`config.mk`:
```
export PLATFORM = sky130hd
export DESIGN_NAME = ip_spi_command
export DESIGN_NICKNAME = d
export VERILOG_FILES = /design/src/rtl/ip_spi_command_pkg.sv /design/src/rtl/ip_spi_command_fifo.sv /design/src/rtl/ip_spi_command.sv
export SDC_FILE = /design/constraint.sdc
export NUM_CORES = 1
export LEC_CHECK = 0
export ABC_AREA = 0
export BUFFER_PORTS_ARGS = -buffer_cell sky130_fd_sc_hd__buf_2
export CAP_MARGIN = 20
export CORE_UTILIZATION = 45
export CTS_CLUSTER_DIAMETER = 150
export DETAILED_ROUTE_END_ITERATION = 6
export PLACE_DENSITY = 0.72
export SYNTH_ARGS = -nofsm -noshare
export SYNTH_HDL_FRONTEND = slang
export SYNTH_SLANG_ARGS = --single-unit
```
`constraint.sdc`:
```
create_clock -name clk -period 2.4 [get_ports clk]
set_input_delay 0.24 -clock clk [delete_from_list [all_inputs] [get_ports clk]]
set_output_delay 0.24 -clock clk [all_outputs]
set_load 0.01 [all_outputs]
```
`src/rtl/ip_spi_command_pkg.sv`:
```
// Shared definitions for the SPI command decoder: command codes, FSM states,
// the idle reply byte and the SDRAM address field widths.
package ip_spi_command_pkg;

  // Command bytes recognised in the first byte of a frame
  localparam logic [7:0] CMD_NOP       = 8'h00;
  localparam logic [7:0] CMD_CPU_RUN   = 8'h02;
  localparam logic [7:0] CMD_KEY       = 8'h03;
  localparam logic [7:0] CMD_BANK_LO   = 8'h04;
  localparam logic [7:0] CMD_STATUS    = 8'h05;
  localparam logic [7:0] CMD_CPU_RESET = 8'h06;
  localparam logic [7:0] CMD_BANK_HI   = 8'h07;

  // Reply byte shifted out whenever no status is pending
  localparam logic [7:0] REPLY_IDLE = 8'hA5;

  // SDRAM address = {bank, offset}; a FIFO entry is {address, data}
  localparam int BANK_W   = 9;
  localparam int OFFSET_W = 14;
  localparam int ADDR_W   = BANK_W + OFFSET_W;
  localparam int FIFO_W   = ADDR_W + 8;

  typedef enum logic [2:0] {
    ST_IDLE   = 3'd0,
    ST_ARG1   = 3'd1,
    ST_ARG2   = 3'd2,
    ST_DATA   = 3'd3,
    ST_IGNORE = 3'd4
  } state_t;

endpackage

```
`src/rtl/ip_spi_command_fifo.sv`:
```
// Byte-write FIFO between the SPI data phase and the SDRAM write port.
// Show-ahead: the head entry is visible while the FIFO is non-empty; the head
// reads as zero when empty so the SDRAM bus is quiet after reset.
// A push is accepted when not full, or when full but popping in the same cycle.
module ip_spi_command_fifo
  import ip_spi_command_pkg::*;
#(
  parameter int FIFO_DEPTH = 4
) (
  input  logic              clk,
  input  logic              n_reset,
  input  logic              push,
  input  logic [FIFO_W-1:0] push_data,
  input  logic              pop,
  output logic [FIFO_W-1:0] head_data,
  output logic              empty,
  output logic              full
);

  localparam int PTR_W = (FIFO_DEPTH > 1) ? $clog2(FIFO_DEPTH) : 1;
  localparam int CNT_W = PTR_W + 1;

  logic [FIFO_W-1:0] mem [FIFO_DEPTH];
  logic [PTR_W-1:0]  wr_ptr_reg;
  logic [PTR_W-1:0]  rd_ptr_reg;
  logic [CNT_W-1:0]  count_reg;
  logic              pop_ok;
  logic              push_ok;

  assign empty     = (count_reg == '0);
  assign full      = (count_reg == CNT_W'(FIFO_DEPTH));
  assign pop_ok    = pop && !empty;
  assign push_ok   = push && (!full || pop_ok);
  assign head_data = empty ? '0 : mem[rd_ptr_reg];

  // Storage write; contents need no reset because the count gates visibility
  always_ff @(posedge clk) begin
    if (push_ok) begin
      mem[wr_ptr_reg] <= push_data;
    end
  end

  // Pointer and occupancy bookkeeping; reset discards every pending entry
  always_ff @(posedge clk) begin
    if (!n_reset) begin
      wr_ptr_reg <= '0;
      rd_ptr_reg <= '0;
      count_reg  <= '0;
    end else begin
      if (push_ok) begin
        wr_ptr_reg <= wr_ptr_reg + PTR_W'(1);
      end
      if (pop_ok) begin
        rd_ptr_reg <= rd_ptr_reg + PTR_W'(1);
      end
      if (push_ok && !pop_ok) begin
        count_reg <= count_reg + CNT_W'(1);
      end else if (!push_ok && pop_ok) begin
        count_reg <= count_reg - CNT_W'(1);
      end
    end
  end

endmodule

```
`src/rtl/ip_spi_command.sv`:
```
// SPI command decoder: parses framed command bytes, drives CPU control,
// the optional key-matrix row writer, a status reply and a buffered SDRAM
// byte-write stream addressed by {bank, offset}.
// Optional feature: define IP_SPI_COMMAND_KEYMAP_EN to build command 03h
// (key-matrix row write); otherwise 03h is ignored and key outputs are tied.
module ip_spi_command
  import ip_spi_command_pkg::*;
#(
  parameter int FIFO_DEPTH = 4
) (
  input  logic              clk,
  input  logic              n_reset,
  input  logic              spi_cs_n,
  input  logic              rx_valid,
  input  logic [7:0]        rx_data,
  output logic [7:0]        tx_data,
  output logic              key_we,
  output logic [3:0]        key_y,
  output logic [7:0]        key_x,
  output logic              sdram_req,
  input  logic              sdram_ack,
  output logic [ADDR_W-1:0] sdram_address,
  output logic [7:0]        sdram_wdata,
  input  logic              sdram_busy,
  output logic              cpu_reset,
  output logic              cpu_enable
);

  state_t              state_reg;
  logic [7:0]          cmd_reg;
  logic [BANK_W-1:0]   bank_reg;
  logic [OFFSET_W-1:0] offset_reg;
  logic                overflow_reg;
  logic [7:0]          tx_data_reg;
  logic                cpu_reset_reg;
  logic                cpu_enable_reg;

  logic                byte_in;
  logic                data_byte;
  logic                fifo_empty;
  logic                fifo_full;
  logic                fifo_pop;
  logic                fifo_drop;
  logic [FIFO_W-1:0]   fifo_head;

  // A byte only counts while the frame is selected
  assign byte_in   = rx_valid && !spi_cs_n;
  assign data_byte = byte_in && (state_reg == ST_DATA);
  assign fifo_pop  = sdram_req && sdram_ack;
  assign fifo_drop = data_byte && fifo_full && !fifo_pop;

  assign sdram_req                    = !fifo_empty;
  assign {sdram_address, sdram_wdata} = fifo_head;
  assign tx_data                      = tx_data_reg;
  assign cpu_reset                    = cpu_reset_reg;
  assign cpu_enable                   = cpu_enable_reg;

  ip_spi_command_fifo #(
    .FIFO_DEPTH (FIFO_DEPTH)
  ) u_fifo (
    .clk       (clk),
    .n_reset   (n_reset),
    .push      (data_byte),
    .push_data ({bank_reg, offset_reg, rx_data}),
    .pop       (fifo_pop),
    .head_data (fifo_head),
    .empty     (fifo_empty),
    .full      (fifo_full)
  );

  // Frame parser: command decode, arguments, bank/offset, status reply, CPU control
  always_ff @(posedge clk) begin
    if (!n_reset) begin
      state_reg      <= ST_IDLE;
      cmd_reg        <= 8'h00;
      bank_reg       <= '0;
      offset_reg     <= '0;
      overflow_reg   <= 1'b0;
      tx_data_reg    <= REPLY_IDLE;
      cpu_reset_reg  <= 1'b0;
      cpu_enable_reg <= 1'b0;
    end else begin
      cpu_reset_reg <= 1'b0;
      if (spi_cs_n) begin
        // End of frame: queued writes keep draining, only the parser restarts
        state_reg   <= ST_IDLE;
        offset_reg  <= '0;
        tx_data_reg <= REPLY_IDLE;
      end else if (rx_valid) begin
        case (state_reg)
          ST_IDLE: begin
            cmd_reg <= rx_data;
            case (rx_data)
              CMD_NOP: state_reg <= ST_IGNORE;
              CMD_CPU_RUN: begin
                cpu_enable_reg <= 1'b1;
                state_reg      <= ST_IGNORE;
              end
`ifdef IP_SPI_COMMAND_KEYMAP_EN
              CMD_KEY: state_reg <= ST_ARG1;
`else
              CMD_KEY: state_reg <= ST_IGNORE;
`endif
              CMD_BANK_LO: begin
                overflow_reg <= 1'b0;
                state_reg    <= ST_ARG1;
              end
              CMD_STATUS: begin
                tx_data_reg <= {6'b0, overflow_reg, sdram_busy};
                state_reg   <= ST_ARG1;
              end
              CMD_CPU_RESET: begin
                cpu_reset_reg <= 1'b1;
                state_reg     <= ST_IGNORE;
              end
              CMD_BANK_HI: state_reg <= ST_ARG1;
              default:     state_reg <= ST_IGNORE;
            endcase
          end
          ST_ARG1: begin
            case (cmd_reg)
              CMD_BANK_LO: begin
                bank_reg[7:0] <= rx_data;
                offset_reg    <= '0;
                state_reg     <= ST_DATA;
              end
              CMD_BANK_HI: begin
                bank_reg[8] <= rx_data[0];
                state_reg   <= ST_IGNORE;
              end
              CMD_STATUS: begin
                // Status has been shifted out with this byte
                tx_data_reg <= REPLY_IDLE;
                state_reg   <= ST_IGNORE;
              end
`ifdef IP_SPI_COMMAND_KEYMAP_EN
              CMD_KEY: state_reg <= ST_ARG2;
`endif
              default: state_reg <= ST_IGNORE;
            endcase
          end
          ST_ARG2: state_reg <= ST_IGNORE;
          ST_DATA: begin
            // Offset advances even for a dropped byte so later bytes keep their address
            offset_reg <= offset_reg + OFFSET_W'(1);
            if (fifo_drop) begin
              overflow_reg <= 1'b1;
            end
          end
          default: state_reg <= ST_IGNORE;
        endcase
      end
    end
  end

`ifdef IP_SPI_COMMAND_KEYMAP_EN
  logic       key_we_reg;
  logic [3:0] key_y_reg;
  logic [7:0] key_x_reg;

  assign key_we = key_we_reg;
  assign key_y  = key_y_reg;
  assign key_x  = key_x_reg;

  // Key-matrix row capture: Y from the first argument, X plus a write strobe from the second
  always_ff @(posedge clk) begin
    if (!n_reset) begin
      key_we_reg <= 1'b0;
      key_y_reg  <= 4'h0;
      key_x_reg  <= 8'hFF;
    end else begin
      key_we_reg <= 1'b0;
      if (byte_in && (cmd_reg == CMD_KEY)) begin
        if (state_reg == ST_ARG1) begin
          key_y_reg <= rx_data[3:0];
        end else if (state_reg == ST_ARG2) begin
          key_x_reg  <= rx_data;
          key_we_reg <= 1'b1;
        end
      end
    end
  end
`else
  assign key_we = 1'b0;
  assign key_y  = 4'h0;
  assign key_x  = 8'hFF;
`endif

endmodule
```
==> results of run 1 <==
## path summary, 6_finish.rpt
kind	slack (ns)	startpoint	to
hold / removal	0.10	spi_cs_n	bank_reg[8]
hold reg to reg	0.47	cpu_enable	cpu_enable
setup / recovery	0.20	state_reg[2]	u_fifo.count_reg[2]
setup reg to reg	0.20	state_reg[2]	u_fifo.count_reg[2]
## through the flow
step	hold WS (ns)	total power, mW
after floorplan	0.3389	4.601
after global placement	0.4470	5.350
after detailed placement	0.4548	5.399
after CTS	0.07820	7.995
after global routing	0.1023	8.262
final	0.1034	7.874
## synth_stat cells, types with 3 or more instances
master	n	area, µm²
nand4_1	5	31.28
inv_1	7	26.28
nand2_1	23	86.33
dfxtp_1	49	980.9
a31oi_1	4	25.02
nor2b_1	14	87.58
nor4_1	3	18.77
buf_2	7	35.03
o21ai_1	8	40.04
ha_1	6	75.07
edfxtp_1	124	3724
o21ai_0	3	15.01
xnor2_1	16	140.1
clkbuf_1	13	48.80
a2111oi_2	5	75.07
a21oi_1	8	40.04
and2_1	41	256.5
mux2i_1	10	100.1
nor2_2	5	31.28
buf_4	18	135.1
nor3b_1	3	22.52
nor2_1	14	52.55
nand3_1	20	100.1
mux4_2	31	698.2
## layer usage
layer	track usage	routed length, µm
met1	0.2327	5933
met2	0.2779	6382
met3	0.04591	726
met4	0.07336	139
met5	0	0
## worst max-delay path, delay by kind of cell (launching register included)
kind,cells,cell delay [ns]
adders and majority gates,2,0.58
xor gates and xnor gates,1,0.16
DFF,1,0.32
buffers and inverters,1,0.06
and+or+nand+nor,4,0.81
AOI/OAI and AO/OA,1,0.18
## power by group through the flow
stage | Sequential [mW] | Clock, mW | Combinational, mW
detailed placement | 3.32 | 0 | 2.07
finish | 3.26 | 2.60 | 2.01
global placement | 3.32 | 0 | 2.03
floorplan | 3.32 | 0 | 1.28
CTS | 3.26 | 2.66 | 2.08
global route | 3.27 | 2.77 | 2.22
## kinds of logic after synthesis
group,Yosys count
adders and majority gates,7
AOI/OAI and AO/OA,40
muxes,41
xor gates and xnor gates,17
buffers and inverters,47
other,2
DFF,173
and+or+nand+nor,147
## cell type report
| class | instances | area (µm²) |
|---|---|---|
| inverter | 7 | 26.28 |
| sequential | 173 | 4706 |
| tap | 211 | 264.0 |
| fill | 1221 | 7102 |
| multi-input combinational | 268 | 2267 |
| clock inverter | 8 | 91.34 |
| timing repair buffer | 68 | 442.9 |
| clock buffer | 24 | 471.7 |
## repair_timing
item,CTS,global route
setup endpoints to repair,0,1
hold buffers,0,0
gates resized for setup,0,1
==> flow_metrics.tcl, run 1 <==
set metrics [dict create \
    place.gp.congestion 0.8606 \
    hold_path_class "in -> reg" \
    core.rowCount 45 \
    finalSetupViolations 0 \
    grt_pass1_wl_mm 21.09 \
    slew_viol_final 0 \
    grt_max_degree 38 \
    core_um2 15370 \
    utilization 0.5380 \
    grt_pass1_vias 3959 \
    synth_top_family_by_area "simple AND/OR/NAND/NOR gates" \
    leakage_nw 2.688 \
    cts_made_buffers 17 \
    clk_latency_ns 0.42 \
    tns_ns 0 \
    ys_types 52 \
    required_ns 2.73 \
    drt_wl_total_mm 13.18 \
    cpPeakStageDelay_ns 0.38 \
    timing.final.ws_setup_ns 0.1986 \
    worstPathMaxFanout 3 \
    routed_via_density 5.294 \
    cts_root_buffer "clkbuf_16" \
    yosys.area_share.simple 0.1203 \
    finalNonFillerCells 759 \
    first_pass_iters 5 \
    drt_iter0_drc 302 \
    status "finished, final reports clean" \
    antennaDiodeCount 0 \
    clk_path_buf_depth 2 \
    worstPathCellList "nor3b_2 > nand3_1 > nor2_1 > ha_1 > inv_1 > fa_1 > xor2_1 > or3_1 > a21boi_0" \
    comb_power_share 0.255 \
    path_clk_slew_ns 0.06 \
    synth.mux.area_fraction 0.1113 \
    p_switching_mw 2.150 \
    synth.avg_cell_area_um2 15.14 \
    yosys_warnings 0 \
    synthCells 474 \
    initial_core_util 0.4667 \
    post-cts-setup-buffer-count 0 \
    netlist_area_um2 7174 \
    die_width_um 128.3 \
    design_area_um2 8269 \
    cts_tree "yes" \
    ff2ff_path_depth 9 \
    synth-edff-count 124 \
    yosysSeqAreaShare 0.6557 \
    hold_violations 0 \
    grt_antenna_before_repair 0 \
    port_buffers 52 \
    grt_usage 0.1765 \
    synth-main-ff-cell "edfxtp_1" \
    fmax_mhz 454.3 \
    dp_hpwl_mm 8.018 \
    grt-ovfl-total 0 \
    clock-sinks 173 \
    final_cell_mix "124 x edfxtp_1, 52 x buf_2, 48 x dfxtp_1" \
    startpoint_type "flip-flop" \
    crit_path_top_delay_cell "fa_1" \
    fin_crit_ns 2.201 \
    synth_compound_area_frac 0.04133 \
    die_height_um 128.3 \
    largest_register_ffs 124 \
    swShare 0.2730 \
    postRouteAntennaNets 0 \
    syn_to_final_growth_pct 15.26 \
    route.detailed.drc 0 \
    async_flop_share 0 \
    dp.cells 727 \
    die-area_um2 16450 \
    seqPwrFrac 0.414 \
    cp.arrival_ns 2.53 \
    slew_headroom 0.5700 \
    hold-path-cell-count 2 \
    period_share 0.9172 \
    final_nets 556 \
    p_int_mw 5.724 \
    ios 69 \
    drive_above_1_share 0.2609 \
    clock_power_share 0.330 \
    dpl_cell_area_um2 7701 \
    htreeDepth 4 \
    power_density_nw_per_um2 952.2 \
    skew_ns 0.01047 \
    via_count 4018 \
    critical_path_class "reg -> reg" \
    synth_fa_ha_area_frac 0.01325 \
    ys_ff_latch 173 \
    worst_slew_pin_slew_ns 0.6391 \
    post-place-ws_ns -0.002719 \
    final_common_cell "edfxtp_1" \
    peakVddDrop_v 0.0004897 \
    drv_cap 0 \
    rsz0062_at_grt "no" \
    synth-xor-area-share 0.02075 \
    crit_path_end_kind "flip-flop" \
    wl_per_cell_um 17.37 \
]
Power figures use the tool's default switching activity.
==> run 2: changes to the inputs <==
==> constraint.sdc (replaced) <==
create_clock -name clk -period 2.4 [get_ports clk]
set_input_delay 0.48 -clock clk [delete_from_list [all_inputs] [get_ports clk]]
set_output_delay 0.48 -clock clk [all_outputs]
set_load 0.01 [all_outputs]
==> run 2 against run 1 <==
Cell area up 2.9%. Sequential cell count unchanged. Critical path depth down 5. Non-clock buffer count up 10. Clock power up 3%. Critical path type is now reg -> out. Critical endpoint is now sdram_wdata[1]. Largest cell class unchanged. Highest routed layer unchanged.
==> flow_metrics.tcl, run 2 (synthesis results as in run 1) <==
set metrics [dict create \
    status "finished, final reports clean" \
    dp_hpwl_mm 8.013 \
    multi_input_area_um2 2300 \
    critical_path_class "reg -> out" \
    cpPeakStageDelay_ns 0.51 \
    grt_pass1_vias 4026 \
    worstPathMaxFanout 8 \
    final_nets 566 \
    clk_path_buf_depth 2 \
    worst_slew_pin_slew_ns 0.4988 \
    leakage_nw 2.784 \
    peakVddDrop_v 0.0004843 \
    place.gp.congestion 0.8168 \
    initial_core_util 0.4667 \
    grt_usage 0.1761 \
    worstHoldStart "rx_data[6]" \
    slew_viol_final 0 \
    cts_root_buffer "clkbuf_16" \
    grt-ovfl-total 0 \
    path_clk_slew_ns 0.06 \
    min_to "u_fifo.mem[2][6]" \
    die-area_um2 16450 \
    postRouteAntennaNets 0 \
    crit_cells 4 \
    met2_usage 0.2776 \
    grt_antenna_before_repair 0 \
    die_width_um 128.3 \
    drt_wl_total_mm 13.21 \
    crit_path_top_delay_cell "mux4_2" \
    slew_headroom 0.6628 \
    first_pass_iters 5 \
    ff2ff_path_depth 8 \
    grt_max_degree 34 \
    hold-path-cell-count 1 \
    grt.busiest_layer "met2" \
    grtUsageMet1 0.2317 \
    port_buffers 52 \
    cts_tree "yes" \
    cts_hold_buf 0 \
    skew_ns 0.009026 \
    rsz0062_at_grt "yes" \
    hold_violations 0 \
    syn_to_final_growth_pct 18.64 \
    cp.arrival_ns 1.86 \
    clk_latency_ns 0.42 \
    die_height_um 128.3 \
    grt_pass1_wl_mm 21.18 \
    reg2reg_slack_ns 0.25 \
    r2r_end "u_fifo.count_reg[2]" \
    startpoint_type "flip-flop" \
    final_cell_mix "124 x edfxtp_1, 48 x dfxtp_1, 42 x buf_2" \
    hold_path_class "in -> reg" \
    period_share 0.9740 \
    dp.cells 735 \
    fmax_mhz 427.8 \
    drt_iter0_drc 304 \
    finalNonFillerCells 769 \
    core_um2 15370 \
    total_power_mw 8.504 \
    tns_ns 0 \
    cp_num_buf_inv 2 \
    worstPathCellList "clkbuf_16 > mux4_2 > and2_4 > buf_2" \
    fin_crit_ns 2.338 \
    via_count 4055 \
    wl_per_cell_um 17.18 \
    crit_path_end_kind "primary output" \
    routed_via_density 5.273 \
    drive_above_1_share 0.3047 \
    antennaDiodeCount 0 \
    clock-sinks 173 \
    finalSetupViolations 0 \
    crit_family "multiplexers" \
    power_density_nw_per_um2 999.1 \
    cts_made_buffers 17 \
    ios 69 \
    route.detailed.drc 0 \
    regArea_um2 4708 \
    core.rowCount 45 \
    grtUsageMet3 0.04758 \
    largest_register_ffs 124 \
    fillCellCount 1194 \
    drv_cap 0 \
    htreeDepth 4 \
    timing.rr.start "u_fifo.count_reg[0]" \
    final_common_cell "edfxtp_1" \
    required_ns 1.92 \
]
[run 2: cell count changes in the layout (fill, tap and decap cells not counted), moves of 3 or more]
cell / before / now
and2_1: 41 / 27
and2_4: 0 / 14
buf_2: 52 / 42
buf_4: 11 / 18
buf_6: 0 / 10
clkbuf_1: 5 / 2
[run 2: layout make-up]
class                   count  share of cell area
flip-flops and latches    173              0.5531
clock inverters            13             0.01764
multi-input cells         268              0.2702
repair buffers             78             0.07409
inverters                   7            0.003087
clock buffers              19             0.05086
well taps                 211             0.03102
[run 2: repair_timing]
item                                    4_1_cts  5_1_grt
endpoints found under the setup margin       12       15
resized for setup                             5       21
endpoints found under the hold margin         0        0
setup buffers                                 0        0
cloned                                        1        1
[run 2: power by group]
part           total (mW)  switching [mW]  internal [mW]
Sequential           3.29          0.0659           3.22
Clock                2.69            1.07           1.62
Combinational        2.53            1.16           1.37
Total                8.50            2.29           6.22
[run 2: metrics by stage]
stage	util	hold WS, ns	setup slack (ns)	cell area, µm²
3_3_place_gp	0.5059	0.4472	0.01135	7776
4_1_cts	0.5463	0.3392	0.0002041	8397
2_1_floorplan	-	0.4543	0.03844	7229
5_1_grt	0.5538	0.3436	-0.01686	8512
6_report	0.5538	0.3606	0.06241	8512
3_5_place_dp	0.5059	0.4610	-0.02597	7776
[run 2: worst max path at each step]
stage | end | slack, ns
2_1_floorplan | u_fifo.count_reg[2] | 0.04
3_3_place_gp | u_fifo.count_reg[2] | 0.01
3_5_place_dp | u_fifo.count_reg[2] | -0.03
4_1_cts | sdram_wdata[5] | 0.0002
5_1_grt | sdram_address[11] | -0.02
6_report | sdram_wdata[1] | 0.06
[run 2: per-layer routing]
metal,vias up,share of wire
met2,128,0.48
met1,2023,0.45
met5,-,0
met4,0,0.016
met3,15,0.048
li1,1889,-
